<file path="config.mk">
export PLATFORM = sky130hd
export DESIGN_NAME = mem_arbiter
export DESIGN_NICKNAME = d
export VERILOG_FILES = /design/src/rtl/mem_arbiter_pkg.sv /design/src/rtl/mem_return_pipe.sv /design/src/rtl/mem_arbiter.sv
export SDC_FILE = /design/constraint.sdc
export NUM_CORES = 1
export LEC_CHECK = 0
export BUFFER_PORTS_ARGS = -buffer_cell sky130_fd_sc_hd__buf_2
export CAP_MARGIN = 20
export CORE_ASPECT_RATIO = 1.75
export CORE_UTILIZATION = 44
export DETAILED_ROUTE_END_ITERATION = 8
export PLACE_DENSITY = 0.91
export SLEW_MARGIN = 0
export SYNTH_ARGS = -nofsm -noshare
export SYNTH_HDL_FRONTEND = slang
export SYNTH_SLANG_ARGS = --single-unit
export TNS_END_PERCENT = 100
</file>
<file path="constraint.sdc">
create_clock -name clk -period 2.7 [get_ports clk]
set_input_delay 0.405 -clock clk [delete_from_list [all_inputs] [get_ports clk]]
set_output_delay 0.405 -clock clk [all_outputs]
set_load 0.01 [all_outputs]
</file>
<file path="src/rtl/mem_arbiter_pkg.sv">
// mem_arbiter_pkg: shared FSM states, requester IDs, defaults and address helper
package mem_arbiter_pkg;
  typedef enum logic [1:0] {S_IDLE, S_ISSUE, S_DRAIN, S_WRITE} state_t;
  typedef enum logic {REQ_I, REQ_D} req_id_t;
  localparam int DEF_LATENCY = 4;
  localparam int DEF_BURST = 8;
  function automatic logic [15:0] block_base(input logic [15:0] a);
    return a & 16'hFFF0;
  endfunction
endpackage

</file>
<file path="src/rtl/mem_return_pipe.sv">
// mem_return_pipe: LATENCY-deep shift of in-flight read valid, word index and owner
module mem_return_pipe
  import mem_arbiter_pkg::*;
#(
  parameter int LATENCY = DEF_LATENCY,
  parameter int IW = 3
) (
  input  logic          clk,
  input  logic          rst,
  input  logic          in_valid,
  input  logic [IW-1:0] in_idx,
  input  req_id_t       in_owner,
  output logic          out_valid,
  output logic [IW-1:0] out_idx,
  output req_id_t       out_owner
);
  logic [LATENCY-1:0] valid_q, valid_d;
  logic [LATENCY-1:0][IW-1:0] idx_q, idx_d;
  logic [LATENCY-1:0] owner_q, owner_d;
  // shift every stage one step toward the output each cycle
  always_comb begin
    valid_d[0] = in_valid;
    idx_d[0] = in_idx;
    owner_d[0] = in_owner;
    for (int j = 1; j < LATENCY; j++) begin
      valid_d[j] = valid_q[j-1];
      idx_d[j] = idx_q[j-1];
      owner_d[j] = owner_q[j-1];
    end
  end
  // reset drops every in-flight return so late memory data is ignored
  always_ff @(posedge clk or posedge rst) begin
    if (rst) begin
      valid_q <= '0;
      idx_q <= '0;
      owner_q <= '0;
    end else begin
      valid_q <= valid_d;
      idx_q <= idx_d;
      owner_q <= owner_d;
    end
  end
  assign out_valid = valid_q[LATENCY-1];
  assign out_idx = idx_q[LATENCY-1];
  assign out_owner = req_id_t'(owner_q[LATENCY-1]);
endmodule

</file>
<file path="src/rtl/mem_arbiter.sv">
// mem_arbiter: I/D cache arbiter for a shared multi-cycle memory (MEM_ARBITER_RR_EN enables round-robin)
module mem_arbiter
  import mem_arbiter_pkg::*;
#(
  parameter int LATENCY = DEF_LATENCY,
  parameter int BURST = DEF_BURST
) (
  input  logic                     clk,
  input  logic                     rst,
  input  logic                     i_req,
  input  logic [15:0]              i_addr,
  input  logic                     d_req,
  input  logic                     d_we,
  input  logic [15:0]              d_addr,
  input  logic [15:0]              d_wdata,
  output logic                     mem_enable,
  output logic                     mem_wr,
  output logic [15:0]              mem_addr,
  output logic [15:0]              mem_wdata,
  input  logic [15:0]              mem_rdata,
  output logic [15:0]              rdata,
  output logic [$clog2(BURST)-1:0] word_idx,
  output logic                     i_rvalid,
  output logic                     d_rvalid,
  output logic                     i_done,
  output logic                     d_done,
  output logic                     busy
);
  localparam int IW = $clog2(BURST);
  localparam logic [IW-1:0] K_LAST = IW'(BURST - 1);
  state_t state_q, state_d;
  req_id_t owner_q, owner_d, win, p_owner;
  logic [IW-1:0] k_q, k_d, p_idx;
  logic en_q, en_d, wr_q, wr_d, p_valid, rd_last, grant;
  logic [15:0] addr_q, addr_d, wdata_q, wdata_d;
  assign grant = (state_q == S_IDLE) && (i_req || d_req);
`ifdef MEM_ARBITER_RR_EN
  req_id_t last_q, last_d;
  assign win = (i_req && d_req) ? ((last_q == REQ_D) ? REQ_I : REQ_D) : (d_req ? REQ_D : REQ_I);
  assign last_d = grant ? win : last_q;
  // remember the most recent grant; starting at I lets D win the first tie
  always_ff @(posedge clk or posedge rst) begin
    if (rst) last_q <= REQ_I;
    else last_q <= last_d;
  end
`else
  assign win = d_req ? REQ_D : REQ_I;
`endif
  // next state and next memory-port values; the port is zero unless issuing or writing
  always_comb begin
    state_d = state_q;
    k_d = k_q;
    owner_d = owner_q;
    en_d = 1'b0;
    wr_d = 1'b0;
    addr_d = '0;
    wdata_d = '0;
    case (state_q)
      S_IDLE: if (grant) begin
        owner_d = win;
        en_d = 1'b1;
        k_d = '0;
        if (win == REQ_D && d_we) begin
          state_d = S_WRITE;
          wr_d = 1'b1;
          addr_d = d_addr;
          wdata_d = d_wdata;
        end else begin
          state_d = S_ISSUE;
          addr_d = block_base(win == REQ_D ? d_addr : i_addr);
        end
      end
      S_ISSUE: if (k_q == K_LAST) state_d = S_DRAIN;
      else begin
        k_d = k_q + 1'b1;
        en_d = 1'b1;
        addr_d = addr_q + 16'd2;
      end
      S_DRAIN: if (rd_last) state_d = S_IDLE;
      default: state_d = S_IDLE;
    endcase
  end
  // FSM and registered memory-port outputs
  always_ff @(posedge clk or posedge rst) begin
    if (rst) begin
      state_q <= S_IDLE;
      k_q <= '0;
      owner_q <= REQ_I;
      en_q <= 1'b0;
      wr_q <= 1'b0;
      addr_q <= '0;
      wdata_q <= '0;
    end else begin
      state_q <= state_d;
      k_q <= k_d;
      owner_q <= owner_d;
      en_q <= en_d;
      wr_q <= wr_d;
      addr_q <= addr_d;
      wdata_q <= wdata_d;
    end
  end
  mem_return_pipe #(.LATENCY(LATENCY), .IW(IW)) u_pipe (
    .clk(clk),
    .rst(rst),
    .in_valid(en_q && !wr_q),
    .in_idx(k_q),
    .in_owner(owner_q),
    .out_valid(p_valid),
    .out_idx(p_idx),
    .out_owner(p_owner)
  );
  assign rd_last = p_valid && (p_idx == K_LAST);
  assign mem_enable = en_q;
  assign mem_wr = wr_q;
  assign mem_addr = addr_q;
  assign mem_wdata = wdata_q;
  assign rdata = p_valid ? mem_rdata : '0;
  assign word_idx = p_valid ? p_idx : '0;
  assign i_rvalid = p_valid && (p_owner == REQ_I);
  assign d_rvalid = p_valid && (p_owner == REQ_D);
  assign i_done = rd_last && (p_owner == REQ_I);
  assign d_done = (state_q == S_WRITE) || (rd_last && (p_owner == REQ_D));
  assign busy = state_q != S_IDLE;
endmodule

</file>
* After elaboration in Yosys (flattened, before gate mapping)
Cells that the tools add are included.
W data, S select, Z words.
** Cells by class
- Mux-type cells :: 25
- Reduce and logical (&&, ||, !) cells :: 17
- Eq/ne operators :: 9
- Add/subtract/negate cells :: 2
- Bitwise logic cells :: 1
** Operators by type and width (number)
- $mux W16 :: 8
- $pmux W16 S2 :: 1
- $add A16 B2 Y16 const B :: 1
- $mux W3 :: 3
- $logic_and A1 B1 Y1 :: 8
- $mux W2 :: 4
- $ne A2 B2 Y1 const B :: 4
- $eq A3 B3 Y1 const B :: 2
- $mux W1 :: 6
- $pmux W2 S3 :: 1
- $pmux W3 S2 :: 1
- $reduce_and A3 Y1 :: 2
- $eq A2 B2 Y1 const B :: 2
- $reduce_bool A2 Y1 :: 2
- $add A3 B1 Y3 const B :: 1
- $eq A2 B1 Y1 const B :: 1
- $logic_not A2 Y1 :: 1
- $logic_or A1 B1 Y1 :: 2
- $pmux W1 S2 :: 1
- $reduce_and A2 Y1 :: 1
- $logic_not A1 Y1 :: 1
- $not A1 Y1 :: 1
** Storage, ports and cells
- Word-level logic and storage cells :: 67
- Output and inout bits :: 58
- Input port bits :: 69
- Register bits :: 60

* Longest topological paths before layout
Gate-level depths: netlist (run 1).
- Depth in word-level cells :: 5
- Mapped depth :: 6
- Depth with buffers taken out :: 5

* By module
A second synthesis (run 1) with hierarchy kept.
** Unflattened totals
- Cells, all modules :: 203
- Area, all modules :: 2422.3 um^2
** By module, submodules not included
- mem_arbiter :: cells an instance 182, instances 1, seq. area each 1001.0 um^2, area an instance 1918.1 um^2
- mem_return_pipe :: cells an instance 21, instances 1, seq. area each 500.5 um^2, area an instance 504.2 um^2

* Worst setup path after synthesis (run 1)
Ideal clock, no wire load.
- Path kind :: reg-to-reg
- Start :: register k_q[0]
- End :: register addr_q[14], in the netlist mem_addr[14]
- Path buffers :: 0
- Data arrival time :: 1.772 ns
- Stages on the path, launching flop included :: 6
- Setup slack :: 0.842 ns
- Clock period less this slack :: 1.858 ns
- Required time :: 2.613 ns
- Library setup time :: 0.087 ns
- Cells stage by stage :: dfrtp_1 ha_1 ha_1 or3b_4 or4_1 o211ai_1
** Between the ends
- Cells in the longest elaborated chain, start to end :: 3
** Ends and longest elaborated chain
- start: declaration :: line mem_arbiter.sv:33 : logic [IW-1:0] k_q, k_d, p_idx;
- start signal: assignment :: line mem_arbiter.sv:95 : k_q <= k_d;
- $eq A3 B3 Y1 :: line mem_arbiter.sv:73 : S_ISSUE: if (k_q == K_LAST) state_d = S_DRAIN;
- $mux W16 :: line mem_arbiter.sv:73
- $pmux W16 S2 :: line mem_arbiter.sv:58 : case (state_q)
- named net addr_d[14] :: line mem_arbiter.sv:35 : logic [15:0] addr_q, addr_d, wdata_q, wdata_d;
- end signal: assignment :: line mem_arbiter.sv:99 : addr_q <= addr_d;
- end: declaration :: line mem_arbiter.sv:35
The timed path passes the listed nets, and every way through them passes these cells.
A chain may end at the register's enable or synchronous reset.

* Worst setup path after layout (run 1)
- Start :: register k_q[0]
- End :: register addr_q[15], in the netlist mem_addr[15]
The elaborated chain is that of the path after synthesis.

==> reports/qor.csv, run 1 <==
metric,value,unit
worst setup path class,register to register,
Reg2Reg Depth,5,
status,finished with violations,
failing checks,design-rule violations,
Worst EP required,2.94,ns
critical path arrival,2.31,ns
uppermost layer routed,met4,
Crit. End Element,register,
metal2 WL,2.787,mm
clk sinks,60,
internal power,0.002017,W
grt total ovfl,0,
Post-synth EDFFs,0,
nets,399,
Synth async-reset ratio,100.0,%
Hold Slack,0.2790,ns
post-synth top area share,62.63,%
Worst Setup Start Kind,register,
Port Buffers,122,
fin worst setup slack,0.6350,ns
CORE AREA,5255,um^2
vias in the first global route,1910,
number of top-level pins,127,
DIE HEIGHT,99.65,um
Post-CTS Resized,0,
worst slew pin tran,0.8155,ns
latest clock arrival within the worst-skew pair,0.33,ns
CP max FO,14,
RR Endpoint,mem_addr[15]$_DFF_PP0_,
Placed Area,3057,um^2
post-synthesis register bit count,60,
cell taking the most area after synthesis,dfrtp_1,
Fin Clk Skew,0.005103,ns
Finish-stage setup viols,0,
clock share of power,24.4,%
hold crit path type,input port to register,
Unique masters post-synth,28,
synth cell count leaders,"dfrtp_1 (60), and2_1 (38), a22oi_1 (12)",
Max Cap Viol,0,
Comb pwr share,30.4,%
FF-to-FF Start,k_q[0]$_DFFE_PP0P_,
initial drt markers,102,
gate count after technology mapping,202,
Syn Std Cell Area,2397,um^2
FMAX,0.4843,GHz
layout cells sized above 1,42.77,%
sequential share of power,45.3,%
all-layer global routing usage,19.82,%
reg2reg setup slack,0.63,ns
P&R area growth vs syn,35.39,%
met1 WL,2.078,mm
Final Hold Fails,0,
clk buf depth,2,
fin. max-slew vios,0,
final WL,5.388,mm
Sw Ratio,33.32,%
PwrDens,932.0,nW/um^2
"Core Util, Final",61.76,%
switching power,0.001008,W
fin area,3246,um^2
Max VDD drop,654.6,uV
met3 WL,339,um
Die ar.,5759,um^2
DR WL/cell,13.92,um
n_diodes,0,
total CTS buffers,9,
Max-slew headroom,45.52,%
synthesis warning total,0,
TNS Setup,0,ns
clock transition at the registers of the reported paths,0.07,ns
Starting Density,45.62,%
Leak Pwr,1.707,nW
hold_buf cts,0,
initial antenna violation count,0,
RSZ-0062 raised after global routing,false,
chip width,57.80,um
CP Launch Point,k_q[0]$_DFFE_PP0P_,
syn avg cell area,11.87,um^2
filler cell count,434,
post-route minimum period,2.065,ns
drt first pass iters,6,
largest net degree at the start of global routing,61,
H-tree levels,3,
first-pass GRT wire length,8.576,mm
ys flop type,dfrtp_1,
CP endpoint,mem_addr[15]$_DFF_PP0_,
vias post-DR,2003,
Area contributors post-synth,"dfrtp_1 (63%), and2_1 (9.9%), a22oi_1 (3.8%), xor2_1 (3.7%), o22ai_1 (2.6%)",
DP Worst Slack,0.6500,ns
placement row count,35,
final worst-path cycle share,76.48,%
DRC Markers,13,
setup bufs post-CTS,0,
CTS tree,done,
GPL Wtd Cong,0.8098,
Post-Syn Nets,274,
root cell of the clock tree,clkbuf_8,
register area share after synthesis,62.63,%
top-count cell post-synth,dfrtp_1,
Vias/cell,5.176,
HPWL Detailed,3.855,mm
ANT nets after route,0,
-- critical path, cell delays in order (launching register included) --
cell	delay, ns
dfrtp_1	0.41
ha_1	0.21
ha_1	0.23
or3b_4	0.51
or4_1	0.53
o211ai_1	0.09
-- logic make-up (layout without fill, tap and decap cells) --
| kind of cell | after synthesis | in the layout | share of synthesized area, % |
|---|---|---|---|
| flops | 60 | 60 | 62.63 |
| fa+ha+maj | 3 | 3 | 1.566 |
| buf+inv | 16 | 146 | 2.557 |
| compound gates | 38 | 38 | 11.06 |
| simple gates | 74 | 74 | 18.16 |
| xor+xnor | 11 | 11 | 4.019 |
-- cells in the final DEF (no fill, tap or decap), types with 4 or more instances in the layout --
cell type and instances:
a22o_1 5, a22oi_1 12, and2_1 38, buf_2 122, clkbuf_8 12, dfrtp_1 60, inv_1 4, nand2_1 8
nand3_1 7, nand4_1 4, nor2_1 5, o211ai_1 4, o21ai_0 4, o22ai_1 10, xor2_1 10
-- state kept, by name, indices dropped and copies added, names as in the netlist --
name            flops
mem_enable          1
mem_wr              1
owner_q             1
mem_wdata          16
state_q             2
k_q                 3
u_pipe.owner_q      4
u_pipe.out_idx      3
u_pipe.idx_d        9
mem_addr           16
u_pipe.valid_q      4
-- power by group through the flow --
stage	Sequential (W)	Clock, W	Combinational (W)
after floorplan	0.00138	0	0.000532
after global placement	0.00136	0	0.000892
after detailed placement	0.00139	0	0.000920
after CTS	0.00137	0.000759	0.000925
after global routing	0.00141	0.000791	0.00102
final	0.00137	0.000737	0.000919
-- final cells by class --
type	count	area (um^2)	area share, %
clock buffers	13	168.9	5.204
clock inverters	3	20.02	0.6168
inverters	5	18.77	0.5783
multi-input cells	126	834.6	25.71
flip-flops and latches	60	1501	46.26
well taps	55	68.82	2.120
repair buffers	125	633.1	19.51
-- metal layers --
metal / global-route usage (%) / vias to the layer above
met4: 11.72 / 0
met5: 0 / -
met3: 3.771 / 14
met2: 32.74 / 94
li1: - / 954
met1: 23.63 / 941
-- per-stage QoR --
step | std cells | power (W)
floorplan | 202 | 0.001909
global placement | 371 | 0.002254
detailed placement | 371 | 0.002306
CTS | 387 | 0.003054
global route | 387 | 0.003216
finish | 387 | 0.003025
-- worst min-delay path by stage --
stage / end / from / depth (start not counted) / slack, ns
after floorplan: u_pipe.idx_d[10]$_DFF_PP0_ / u_pipe.idx_d[7]$_DFF_PP0_ / 0 / 0.33
after global placement: u_pipe.idx_d[9]$_DFF_PP0_ / u_pipe.idx_d[6]$_DFF_PP0_ / 0 / 0.33
after detailed placement: u_pipe.idx_d[11]$_DFF_PP0_ / u_pipe.idx_d[8]$_DFF_PP0_ / 0 / 0.33
after CTS: mem_wdata[1]$_DFF_PP0_ / d_wdata[1] / 2 / 0.26
after global routing: mem_wdata[0]$_DFF_PP0_ / d_wdata[0] / 2 / 0.26
final: mem_wdata[1]$_DFF_PP0_ / d_wdata[1] / 2 / 0.28
Power figures use the tool's default switching activity.
==> inputs of run 2 (changes only) <==
ABC_AREA = 1   (was unset)
CORE_UTILIZATION = 46   (was 44)
clock period = 2.1 ns   (was 2.7 ns; I/O delays follow)
==> run 2 against run 1 <==
Compared with the run above:
- the run now ends clean
- critical path depth grew 2
- critical endpoint is now mem_addr[6]$_DFF_PP0_
- clock-buffer cell count is the same
- die area grew 6.2%
- synthesized cell count grew 56%
- utilization grew 1.1 points
- setup slack lost 0.29 ns
- combinational power grew 47%
- first-iteration DRC count shrank 11%
- sequential power grew 27%
- worst hold slack lost 0.064 ns
- sequential cell count is the same
==> reports/qor.csv, run 2 <==
metric,value,unit,change
Synth Area in XOR/XNOR,0.3286,%,-3.7 points
CP Cell Sequence,"ha_1, ha_1, inv_1, nand2_1, inv_2, o21ai_0, o21ai_1",,
first-pass GRT wire length,9.749,mm,+14%
PwrDens,1128,nW/um^2,+21%
Critical path buffers and inverters,2,,+2
Fin Clk Skew,0.008982,ns,+0.003879 ns
reg2reg setup slack,0.35,ns,-0.29 ns
Unique masters post-synth,29,,+3.6%
Worst Setup Start Kind,register,,
DRC Markers,0,,-13
Area contributors post-synth,"dfrtp_1 (56%), nand2_1 (14%), inv_1 (5.1%), nor2_1 (5.1%), nand3_1 (3.4%)",,
clk buf depth,2,,unchanged
chip width,59.54,um,+3.0%
layout cells sized above 1,34.68,%,-8.1 points
TNS Setup,0,ns,unchanged
Max VDD drop,728.1,uV,+11%
"commonest non-fill, non-tap cells in the layout","buf_2 (122), nand2_1 (100), dfrtp_1 (60), nor2_1 (36), inv_1 (35)",,
hold crit path type,input port to register,,
Hold Startpoint,d_addr[3],,
Post-CTS Resized,0,,unchanged
Vias/cell,4.843,,-6.4%
largest net degree at the start of global routing,29,,-52%
Worst path slowest cell,dfrtp_1,,
status,"complete, no violations",,
initial antenna violation count,1,,+1
FF/Latch Area,1501,um^2,unchanged
Max Cap Viol,0,,unchanged
Die ar.,6114,um^2,+6.2%
area of the multi-input gates,938.4,um^2,+12%
ys flop type,dfrtp_1,,
CP max FO,13,,-1
"Top cell by count, worst path",ha_1,,
clk sinks,60,,unchanged
gate count after technology mapping,315,,+56%
GPL Wtd Cong,0.8095,,about the same
Post-synth EDFFs,0,,unchanged
Hold Path Sink,mem_addr[3]$_DFF_PP0_,,
"most common cell after layout, fill and taps aside",buf_2,,
Synth async-reset ratio,100.0,%,unchanged
critical path arrival,1.99,ns,-0.32 ns
Syn Std Cell Area,2665,um^2,+11%
Max-slew headroom,73.45,%,+28 points
filler cell count,468,,+7.8%
number of top-level pins,127,,unchanged
post-synthesis register bit count,60,,unchanged
n_diodes,0,,unchanged
drt first pass iters,4,,-2
setup bufs post-CTS,0,,unchanged
DR WL/cell,11.79,um,-15%
HPWL Detailed,4.660,mm,+21%
ANT nets after route,0,,unchanged
Crit. End Element,register,,
P&R area growth vs syn,31.78,%,
latest clock arrival within the worst-skew pair,0.32,ns,about the same
post-synthesis adder-cell area fraction,1.408,%,-0.16 points
all-layer global routing usage,21.66,%,+1.8 points
initial drt markers,91,,-11%
Finish-stage setup viols,0,,unchanged
worst setup path class,register to register,,
post-synth top area share,56.34,%,-6.3 points
Starting Density,47.72,%,+2.1 points
Synth Area in Compound Gates,6.056,%,-5.0 points
placement row count,36,,+2.9%
total CTS buffers,9,,unchanged
Max stage delay on crit path,0.42,ns,-0.11 ns
final WL,6.167,mm,+14%
H-tree levels,3,,unchanged
synthesis warning total,0,,unchanged
largest family of logic cells by synthesized area,simple AND/OR/NAND/NOR gates,,
mux contribution to synthesized area,0,%,unchanged
simple-gate share of the synthesized area,27.42,%,+9.3 points
syn avg cell area,8.460,um^2,-29%
RSZ-0062 raised after global routing,false,,
clock transition at the registers of the reported paths,0.06,ns,about the same
vias post-DR,2533,,+26%
CORE AREA,5585,um^2,+6.3%
fin. max-slew vios,0,,unchanged
Leak Pwr,2.081,nW,+22%
register area share after synthesis,56.34,%,-6.3 points
FMAX,0.5710,GHz,+18%
Placed Area,3333,um^2,+9.0%
Post-Syn Nets,387,,+41%
hold depth,3,,+1
CTS tree,done,,
nets,515,,+29%
FF-to-FF Start,k_q[0]$_DFFE_PP0P_,,
Final Hold Fails,0,,unchanged
RR Endpoint,mem_addr[6]$_DFF_PP0_,,
CP top delay family,flip-flops,,
Port Buffers,122,,unchanged
post-route minimum period,1.751,ns,-0.3138 ns
vias in the first global route,2400,,+26%
final worst-path cycle share,83.39,%,+6.9 points
Reg2Reg Depth,7,,+2
root cell of the clock tree,clkbuf_8,,
Worst EP required,2.34,ns,-0.60 ns
DIE HEIGHT,102.7,um,+3.1%
cell taking the most area after synthesis,dfrtp_1,,
worst slew pin tran,0.3973,ns,-0.4182 ns
synth cell count leaders,"nand2_1 (100), dfrtp_1 (60), inv_1 (36), nor2_1 (36), nand3_1 (18)",,
grt total ovfl,0,,unchanged
fin area,3512,um^2,+8.2%
top-count cell post-synth,nand2_1,,
==> run 2: cell types whose count changed after synthesis, sizes merged, moves of 6 or more <==
cell and delta:
a22oi -12, and2 -38, buf +6, clkbuf -7
inv +37, nand2 +93, nand3 +13, nor2 +36
o21ai +10, o22ai -9, xor2 -10
==> run 2: layer usage <==
layer  track usage, %  wire, um
met1            19.95      2154
met2            42.26      3511
met3            5.521       437
met4            10.02        53
met5                0        10
==> run 2: area by class of cell <==
class / count / share of cell area (%)
clock buffers: 13 / 4.524
clock inverters: 2 / 0.2850
inverters: 42 / 4.489
multi-input cells: 203 / 26.72
flip-flops and latches: 60 / 42.75
well taps: 76 / 2.708
repair buffers: 127 / 18.53
==> run 2: power breakdown <==
group          switching, W  internal [W]  total (W)
clock network      0.000389      0.000483   0.000871
logic              0.000849      0.000504    0.00135
registers          0.000240       0.00150    0.00174
==> run 2: repair_timing <==
action	CTS	global route
hold endpoints to repair	16	0
hold buffers	1	0
setup endpoints to repair	0	0
==> run 2: kinds of logic after synthesis <==
kind of cell    count (synthesis)
xor+xnor                        1
simple gates                  172
flops                          60
fa+ha+maj                       3
buf+inv                        52
compound gates                 27
==> run 2: worst max path at each step <==
stage	from	to	slack (ns)	cells past startpoint
final	k_q[0]$_DFFE_PP0P_	mem_addr[6]$_DFF_PP0_	0.35	7
after global placement	k_q[0]$_DFFE_PP0P_	mem_addr[6]$_DFF_PP0_	0.45	7
after detailed placement	k_q[0]$_DFFE_PP0P_	mem_addr[6]$_DFF_PP0_	0.38	7
after CTS	k_q[0]$_DFFE_PP0P_	mem_addr[6]$_DFF_PP0_	0.36	7
after floorplan	rst	k_q[0]$_DFFE_PP0P_	0.30	1
after global routing	k_q[0]$_DFFE_PP0P_	mem_addr[6]$_DFF_PP0_	0.26	7
==> run 2: worst register-to-register path, stage by stage (launching register included) <==
cell	delay, ns
dfrtp_1	0.42
ha_1	0.22
ha_1	0.17
inv_1	0.05
nand2_1	0.24
inv_2	0.31
o21ai_0	0.13
o21ai_1	0.15
==> run 2: per-stage QoR <==
step,utilization [%],hold slack [ns],std cells,power (W),setup slack (ns)
final,62.88,0.2150,523,0.003963,0.3488
after global routing,62.88,0.1938,523,0.004262,0.2594
after CTS,62.88,0.1901,523,0.004008,0.3554
after detailed placement,59.68,0.3143,507,0.003115,0.3753
after global placement,59.68,0.3087,507,0.003030,0.4483
after floorplan,-,0.3312,315,0.002607,0.3003
==> inputs of run 3 (changes only) <==
CORE_UTILIZATION = 42   (was 46)
PLACE_DENSITY = 0.88   (was 0.91)
clock period = 1.42 ns   (was 2.1 ns; I/O delays follow)
==> run 3 against run 2 <==
Compared with the run above:
- combinational power grew 69%
- first-iteration DRC count grew 12%
- total power grew 62%
- clock-buffer cell count shrank 3
- utilization shrank 2.9 points
- final area grew 5.6%
- sequential cell count is the same
- routed wire length grew 8.5%
- global-route usage shrank 0.82 points
- critical endpoint is now d_done
- largest cell class unchanged
==> reports/qor.csv, run 3 (synthesis results as in run 2) <==
metric,value,unit,change
Crit. End Element,output pin,,
Max-slew headroom,75.56,%,+2.1 points
CP Cell Sequence,"nand2_1, inv_2, nand3_4, o21ai_2, buf_2",,
PwrDens,1731,nW/um^2,+53%
"most common cell after layout, fill and taps aside",buf_2,,
ANT nets after route,0,,unchanged
total CTS buffers,9,,unchanged
Max stage delay on crit path,0.36,ns,-0.06 ns
TNS Setup,0,ns,unchanged
CP top delay family,flip-flops,,
all-layer global routing usage,20.84,%,-0.82 points
drt first pass iters,5,,+1
nets,526,,+2.1%
Vias/cell,4.724,,-2.5%
hold crit path type,input port to register,,
placement row count,38,,+5.6%
fin. max-slew vios,0,,unchanged
chip width,62.22,um,+4.5%
root cell of the clock tree,clkbuf_8,,
Critical path buffers and inverters,2,,unchanged
Starting Density,43.12,%,-4.6 points
Max VDD drop,979.3,uV,+34%
Worst Setup Start Kind,register,,
worst setup path class,register to output pin,,
critical path arrival,1.17,ns,-0.82 ns
Global Route met2 Usage,38.07,%,-4.2 points
initial antenna violation count,0,,-1
Hold Slack,0.09346,ns,-0.1216 ns
final WL,6.691,mm,+8.5%
most used routing layer,met2,,
HPWL Detailed,4.817,mm,+3.4%
met3 GRT Util,4.767,%,-0.75 points
DR WL/cell,12.41,um,+5.3%
first-pass GRT wire length,10.45,mm,+7.2%
GPL Wtd Cong,0.8516,,+5.2%
latest clock arrival within the worst-skew pair,0.34,ns,+0.02 ns
clk buf depth,2,,unchanged
CP max FO,3,,-10
vias in the first global route,2344,,-2.3%
Final Hold Fails,0,,unchanged
P&R area growth vs syn,39.11,%,
post-route minimum period,1.386,ns,
number of top-level pins,127,,unchanged
DP Worst Slack,-0.01953,ns,-0.3948 ns
"commonest non-fill, non-tap cells in the layout","buf_2 (123), nand2_1 (99), dfrtp_1 (60), nor2_1 (36), inv_1 (33)",,
vias post-DR,2546,,+0.51%
Max Cap Viol,0,,unchanged
CTS tree,done,,
grt total ovfl,0,,unchanged
Fin Clk Skew,0.01005,ns,+0.001069 ns
fin area,3707,um^2,+5.6%
largest net degree at the start of global routing,61,,+110%
DRC Markers,0,,unchanged
layout cells sized above 1,38.34,%,+3.7 points
filler cell count,534,,+14%
GRT met1 Usage,20.75,%,+0.80 points
initial drt markers,102,,+12%
FMAX,0.7217,GHz,
Die ar.,6680,um^2,+9.3%
RSZ-0062 raised after global routing,true,,
Placed Area,3392,um^2,+1.8%
Power Total,0.006417,W,+62%
clock transition at the registers of the reported paths,0.06,ns,about the same
Finish-stage setup viols,0,,unchanged
Worst path slowest cell,dfrtp_1,,
Leak Pwr,2.142,nW,+3.0%
worst slew pin tran,0.3665,ns,-0.03081 ns
clk sinks,60,,unchanged
Port Buffers,122,,unchanged
DIE HEIGHT,107.4,um,+4.6%
CORE AREA,6181,um^2,+11%
fin worst setup slack,0.03431,ns,-0.3145 ns
status,"complete, no violations",,
Worst EP required,1.21,ns,-1.13 ns
final worst-path cycle share,97.58,%,
n_diodes,0,,unchanged
H-tree levels,3,,unchanged
## run 3: cell types whose count changed in the layout (fill, tap and decap cells not counted), sizes merged
cell      previous run  this run
buf                126       136
bufinv               0         1
clkbuf              13        10
clkinv               2         5
clkinvlp             0         3
inv                 42        40
## run 3: through the flow
stage / instances / util, %
2_1_floorplan: 315 / -
3_3_place_gp: 516 / 54.88
3_5_place_dp: 516 / 54.88
4_1_cts: 533 / 58.66
5_1_grt: 539 / 59.98
6_report: 539 / 59.98
## run 3: tightest hold or removal path, delay by kind of cell
| family | cells | cell delay (ns) |
|---|---|---|
| AND/OR/NAND/NOR | 2 | 0.09 |
| buffers and inverters | 1 | 0.09 |
## run 3: final timing paths
check                      depth (start not counted)  slack (ns)                         from                         end
max                                                5        0.03  u_pipe.valid_q[3]$_DFF_PP0_                      d_done
min                                                3        0.09                   d_wdata[3]      mem_wdata[3]$_DFF_PP0_
max reg2reg                                        8        0.08           k_q[1]$_DFFE_PP0P_       mem_addr[5]$_DFF_PP0_
min reg2reg                                        0        0.35    u_pipe.idx_d[8]$_DFF_PP0_  u_pipe.idx_d[11]$_DFF_PP0_
max in group asynchronous                          4        0.67                          rst      mem_addr[15]$_DFF_PP0_
min in group asynchronous                          4        0.49                          rst  u_pipe.idx_d[10]$_DFF_PP0_
## run 3: power breakdown
group / total [W] / switching, W / internal, W
clock network: 0.00153 / 0.000680 / 0.000853
registers: 0.00260 / 0.000390 / 0.00221
logic: 0.00228 / 0.00136 / 0.000921
total: 0.00642 / 0.00243 / 0.00399
## run 3: area by class of cell
class	count	area (um^2)	share of cell area [%]
Clock buffer	10	137.6	3.712
Clock inverter	6	63.81	1.721
Inverter	42	166.4	4.489
Multi-Input combinational cell	203	989.7	26.70
Sequential cell	60	1501	40.50
Tap cell	80	100.1	2.700
Timing Repair Buffer	137	743.2	20.05
Timing Repair inverter	1	5.005	0.1350
## run 3: what timing repair did
action,in CTS,in global routing
endpoints found under the hold margin,60,0
gates resized for setup,7,10
cloned,0,2
buffers inserted,0,4
endpoints found under the setup margin,3,30
hold buffers,1,0
pin swaps,1,3
## run 3: per-layer routing
metal / up-vias / part of all wire [%]
met1: 1153 / 36
met2: 128 / 54
li1: 1249 / -
met5: - / 0
met3: 16 / 6.5
met4: 0 / 3.1
